--- src/rtl/sync_fifo_flex.sv ---
// sync_fifo_flex: single-clock FIFO with exact occupancy count, programmable
// almost-full/almost-empty levels, FWFT or registered read, sticky errors
// and synchronous flush.
// Ports: CLK, RST (async, active-low), FLUSH, W_INC/WR_DATA (write side),
// R_INC/RD_DATA/RD_VALID (read side), FULL/EMPTY/ALMOST_FULL/ALMOST_EMPTY,
// COUNT (0..DEPTH), OVERFLOW/UNDERFLOW (sticky until FLUSH or RST).
`timescale 1ns/1ps
module sync_fifo_flex #(
    parameter int WIDTH    = 8,
    parameter int ADDRESS  = 3,
    parameter int AF_LEVEL = 6,
    parameter int AE_LEVEL = 2,
    parameter int FWFT     = 0
) (
    input  logic               CLK,
    input  logic               RST,
    input  logic               FLUSH,
    input  logic               W_INC,
    input  logic [WIDTH-1:0]   WR_DATA,
    input  logic               R_INC,
    output logic [WIDTH-1:0]   RD_DATA,
    output logic               RD_VALID,
    output logic               FULL,
    output logic               EMPTY,
    output logic               ALMOST_FULL,
    output logic               ALMOST_EMPTY,
    output logic [ADDRESS:0]   COUNT,
    output logic               OVERFLOW,
    output logic               UNDERFLOW
);
    localparam int DEPTH = 1 << ADDRESS;
    localparam logic [ADDRESS:0] DEPTH_C = (ADDRESS+1)'(DEPTH);
    localparam logic [ADDRESS:0] AF_C    = (ADDRESS+1)'(AF_LEVEL);
    localparam logic [ADDRESS:0] AE_C    = (ADDRESS+1)'(AE_LEVEL);
    localparam logic [ADDRESS:0] ONE_C   = {{ADDRESS{1'b0}}, 1'b1};

    logic [WIDTH-1:0] mem_q [DEPTH];

    logic [ADDRESS:0] wptr_q, wptr_d;
    logic [ADDRESS:0] rptr_q, rptr_d;
    logic [ADDRESS:0] count_q, count_d;
    logic             full_q, full_d;
    logic             empty_q, empty_d;
    logic             af_q, af_d;
    logic             ae_q, ae_d;
    logic             ovf_q, ovf_d;
    logic             udf_q, udf_d;
    logic             wr_ok, rd_ok;

    // Acceptance uses the pre-edge flags, so a full FIFO rejects a write
    // even when a read in the same cycle frees a slot.
    assign wr_ok = W_INC & ~full_q & ~FLUSH;
    assign rd_ok = R_INC & ~empty_q & ~FLUSH;

    always_comb begin
        wptr_d  = wptr_q;
        rptr_d  = rptr_q;
        count_d = count_q;
        ovf_d   = ovf_q;
        udf_d   = udf_q;
        if (FLUSH) begin
            wptr_d  = '0;
            rptr_d  = '0;
            count_d = '0;
            ovf_d   = 1'b0;
            udf_d   = 1'b0;
        end else begin
            if (wr_ok) wptr_d = wptr_q + ONE_C;
            if (rd_ok) rptr_d = rptr_q + ONE_C;
            unique case ({wr_ok, rd_ok})
                2'b10:   count_d = count_q + ONE_C;
                2'b01:   count_d = count_q - ONE_C;
                default: count_d = count_q;
            endcase
            ovf_d = ovf_q | (W_INC & full_q);
            udf_d = udf_q | (R_INC & empty_q);
        end
        // Flags come from the next count so they are valid right after the edge.
        full_d  = (count_d == DEPTH_C);
        empty_d = (count_d == '0);
        af_d    = (count_d >= AF_C);
        ae_d    = (count_d <= AE_C);
    end

    always_ff @(posedge CLK or negedge RST) begin
        if (!RST) begin
            wptr_q  <= '0;
            rptr_q  <= '0;
            count_q <= '0;
            full_q  <= 1'b0;
            empty_q <= 1'b1;
            af_q    <= 1'b0;
            ae_q    <= 1'b1;
            ovf_q   <= 1'b0;
            udf_q   <= 1'b0;
        end else begin
            wptr_q  <= wptr_d;
            rptr_q  <= rptr_d;
            count_q <= count_d;
            full_q  <= full_d;
            empty_q <= empty_d;
            af_q    <= af_d;
            ae_q    <= ae_d;
            ovf_q   <= ovf_d;
            udf_q   <= udf_d;
        end
    end

    // Storage is deliberately not reset.
    always_ff @(posedge CLK) begin
        if (wr_ok) mem_q[wptr_q[ADDRESS-1:0]] <= WR_DATA;
    end

    generate
        if (FWFT != 0) begin : g_fwft
            // Head word shown directly; forced to zero while empty so the
            // output never exposes stale or uninitialised storage.
            assign RD_DATA  = empty_q ? '0 : mem_q[rptr_q[ADDRESS-1:0]];
            assign RD_VALID = ~empty_q;
        end else begin : g_reg
            logic [WIDTH-1:0] rd_data_q;
            logic             rd_valid_q;
            always_ff @(posedge CLK or negedge RST) begin
                if (!RST) begin
                    rd_data_q  <= '0;
                    rd_valid_q <= 1'b0;
                end else begin
                    rd_valid_q <= rd_ok;
                    if (rd_ok) rd_data_q <= mem_q[rptr_q[ADDRESS-1:0]];
                end
            end
            assign RD_DATA  = rd_data_q;
            assign RD_VALID = rd_valid_q;
        end
    endgenerate

    assign FULL         = full_q;
    assign EMPTY        = empty_q;
    assign ALMOST_FULL  = af_q;
    assign ALMOST_EMPTY = ae_q;
    assign COUNT        = count_q;
    assign OVERFLOW     = ovf_q;
    assign UNDERFLOW    = udf_q;
endmodule

--- config.mk ---
export PLATFORM = sky130hd
export DESIGN_NAME = sync_fifo_flex
export DESIGN_NICKNAME = d
export VERILOG_FILES = /design/src/rtl/sync_fifo_flex.sv
export SDC_FILE = /design/constraint.sdc
export NUM_CORES = 1
export LEC_CHECK = 0
export ABC_CLOCK_PERIOD_IN_PS = 5700
export BUFFER_PORTS_ARGS = -buffer_cell sky130_fd_sc_hd__buf_4
export CAP_MARGIN = 0
export CORE_MARGIN = 10
export CORE_UTILIZATION = 35
export CTS_BUF_LIST = sky130_fd_sc_hd__clkbuf_4 sky130_fd_sc_hd__clkbuf_8 sky130_fd_sc_hd__clkbuf_16
export CTS_CLUSTER_SIZE = 40
export DETAILED_ROUTE_END_ITERATION = 10
export GPL_TIMING_DRIVEN = 0
export SYNTH_ARGS = -nofsm -noshare
export SYNTH_HDL_FRONTEND = slang
export SYNTH_SLANG_ARGS = --single-unit
--- constraint.sdc ---
create_clock -name CLK -period 5.7 [get_ports CLK]
set_input_delay 0.855 -clock CLK [delete_from_list [all_inputs] [get_ports CLK]]
set_output_delay 0.855 -clock CLK [all_outputs]
set_load 0.01 [all_outputs]
==> results.yml <==
status:
  status: "finished clean"
synthesis:
  synth-edff-count: 64
  avgSynthCellArea_um2: 16.8
  synth_top_cells_by_count: "edfxtp_1, nor2_1, dfrtp_1, mux4_2, a21oi_1"
  async_flop_share: 0.281
  synthAdderAreaFrac: 0.0137
  synth_top_family_by_area: "multiplexers"
  yosys_register_bits: 89
  synth_xor_xnor_area_share: 0.0192
  ys_types: 37
  yosysWarnings: 0
  synth_area_um2: 3660
  yosys-top-cells-area: "edfxtp_1, dfrtp_1, mux4_2, nor2_1, mux2i_1"
  synth_largest_area_cell: "edfxtp_1"
  synthMuxAreaShare: 0.130
  synth-simple-area-share: 0.0818
  syn_nets: 235
  synth_compound_area_frac: 0.0370
  netlist_instances: 218
  yosysSeqAreaShare: 0.697
  synth_most_common_cell: "edfxtp_1"
  ys.flop_type: "edfxtp_1"
  synth_top_area_share: 0.526
routing:
  drc_errors: 0
  detail-route-antenna-nets: 0
  routed_via_density: 4.78
  drt-wirelength-per-cell_um: 17.9
  vias: 1912
  wirelength_um: 7170
  drtIter0Drc: 155
  dr.pass1.iters: 4
power:
  p_per_area_nw_per_um2: 325
  vdd_ir_drop_max_mv: 0.122
  p_sw_mw: 0.348
  seqPwrFrac: 0.546
  internal_power_mw: 1.04
  p_leak_nw: 1.50
  power_mw: 1.38
  clockPowerShare: 0.322
  p_comb_frac: 0.132
  switching_share: 0.251
die:
  rows: 37
  initial_core_util: 0.357
  fp.dieArea_um2: 14900
  fp.dieH_um: 122
  dieWidth_um: 122
  coreArea_um2: 10200
  io_pins: 32
global_routing:
  gr-total-overflow: 0
  grt_usage: 0.102
  grt_pass1_vias: 2008
  grt_pass1_wl_um: 11300
  grt_max_degree: 26
  grt_antenna_before_repair: 0
placed_design:
  placed_area_um2: 4060
  io_buffers: 30
  dp_worst_setup_slack_ps: 2630
  hpwl_um: 4760
  gp_congestion: 0.742
critical_path:
  path_cells: "buf_6, clkbuf_1, nor3b_1, ha_1, buf_2, and4b_1, a21oi_2, mux2_2, a21o_2"
  reg2reg_setup_slack_ps: 3320
  timing.rr.end: "ALMOST_FULL$_DFF_PN0_"
  crit_start: "FLUSH"
  cp_slowest_cell: "clkbuf_1"
  worstSetupEndpoint: "ALMOST_FULL$_DFF_PN0_"
  cpPeakStageDelay_ps: 420
  required_ps: 5950
  r2r_start: "FULL$_DFF_PN0_"
  crit_arrival_ps: 2940
  path_max_fanout: 10
  critPathLaunchType: "input pin"
  r2r_cells: 8
  critPathKind: "in -> reg"
  critPathCaptureType: "register"
cts:
  postCtsSetupBuffers: 0
  numCtsBuffers: 9
  cts_max_level: 3
  clkLatencyLatePin_ps: 370
  holdBufCountCts: 0
  ctsResizeCount: 0
  cts_root_buffer: "clkbuf_8"
  clkTransAtPathRegs_ps: 100
  clockBufferDepth: 2
  cts_tree: "yes"
  cts_sinks: 89
timing:
  setup_violations: 0
  final-max-slew-violation-count: 0
  tightestPinTransition_ps: 937
  setup_ws_ps: 3020
  relSlewSlack: 0.373
  hold_violations: 0
  fin_crit_ps: 2680
  fmax_mhz: 373
  fin_setup_tns_ps: 0
  finClkSkew_ps: 18.0
  rsz0062_at_grt: "no"
  period_share: 0.471
finish:
  n_fill_cell: 943
  antenna_cells: 0
  finish.instance_area_um2: 4270
  area_delta_synth_final_pct: 16.7
  layout.nets: 276
  drive_gt1_frac: 0.318
hold_path:
  hold_path.class: "in -> async"
run:
  maxCapViolCount: 0
==> metal layers <==
metal  GRT usage  vias up  share of wire
li1            -      904              -
met1       0.129      955           0.45
met2       0.160       42           0.48
met3      0.0254       11          0.053
met4      0.0508        0          0.020
met5           0        -              0
==> through the flow <==
stage                util  hold slack [ps]  instances
global placement    0.396              480        384
detailed placement  0.397              492        384
finish              0.417              381        400
global route        0.417              385        400
CTS                 0.417              378        400
floorplan               -              526        218
==> state kept, by name (all words and copies together) (netlist names) <==
name and flops:
mem_q 64, RD_DATA 8, COUNT 4, rptr_q 3, wptr_q 3, ALMOST_EMPTY 1, ALMOST_FULL 1, EMPTY 1
FULL 1, OVERFLOW 1, RD_VALID 1, UNDERFLOW 1
==> logic make-up (layout without fill, tap and decap cells) <==
kind of cell	after synthesis	after routing
AOI/OAI and AO/OA	22	22
xor gates and xnor gates	8	8
adders and majority gates	4	4
buffers and inverters	13	59
DFF	89	89
muxes	27	27
and+or+nand+nor	55	55
==> layout by cell type, fill, tap and decap left out, types with 2 or more instances in the layout <==
master / count
nor2b_1: 3
dfstp_2: 2
nand3_1: 2
clkbuf_8: 9
buf_2: 3
mux4_2: 16
nand2_1: 7
xor2_1: 4
a21oi_2: 2
nor2_1: 27
buf_6: 2
xnor2_1: 4
ha_1: 4
a21oi_1: 14
clkbuf_1: 4
nor3b_1: 3
inv_1: 2
o21ai_0: 2
buf_4: 32
nor3_2: 2
inv_6: 3
dfrtp_1: 23
edfxtp_1: 64
nand2b_1: 3
mux2i_1: 9
==> final cells by class <==
cell class	instances	area, um^2	area share
inverters	2	7.51	0.00176
repair buffers	30	225	0.0528
well taps	136	170	0.0399
clock inverters	6	72.6	0.0170
plain buffers	11	67.6	0.0158
multi-input cells	116	1040	0.244
clock buffers	10	131	0.0308
flip-flops and latches	89	2550	0.598
==> power groups by stage <==
stage | Clock, mW | Combinational (mW) | Sequential, mW
2_1_floorplan | 0 | 0.0866 | 0.782
3_3_place_gp | 0 | 0.182 | 0.768
3_5_place_dp | 0 | 0.186 | 0.771
4_1_cts | 0.458 | 0.187 | 0.756
5_1_grt | 0.489 | 0.202 | 0.761
6_report | 0.446 | 0.182 | 0.756
==> how the worst min path moves through the flow <==
stage,startpoint,endpoint,slack [ps],depth (start not counted)
after floorplan,OVERFLOW$_DFF_PN0_,OVERFLOW$_DFF_PN0_,530,2
after global placement,UNDERFLOW$_DFF_PN0_,UNDERFLOW$_DFF_PN0_,480,2
after detailed placement,UNDERFLOW$_DFF_PN0_,UNDERFLOW$_DFF_PN0_,490,2
after CTS,RST,RD_DATA[0]$_DFFE_PN0P_,380,1
after global routing,RST,RD_DATA[1]$_DFFE_PN0P_,380,1
final,RST,RD_DATA[1]$_DFFE_PN0P_,380,1
==> worst max-delay path, delay by kind of cell <==
family	cells	cell delay [ps]
buffers and inverters	3	740
adder cells (fa/ha/maj)	1	290
multiplexers	1	390
AO/OA/AOI/OAI	2	340
AND/OR/NAND/NOR	2	320
(Power assumes the default switching activity.)
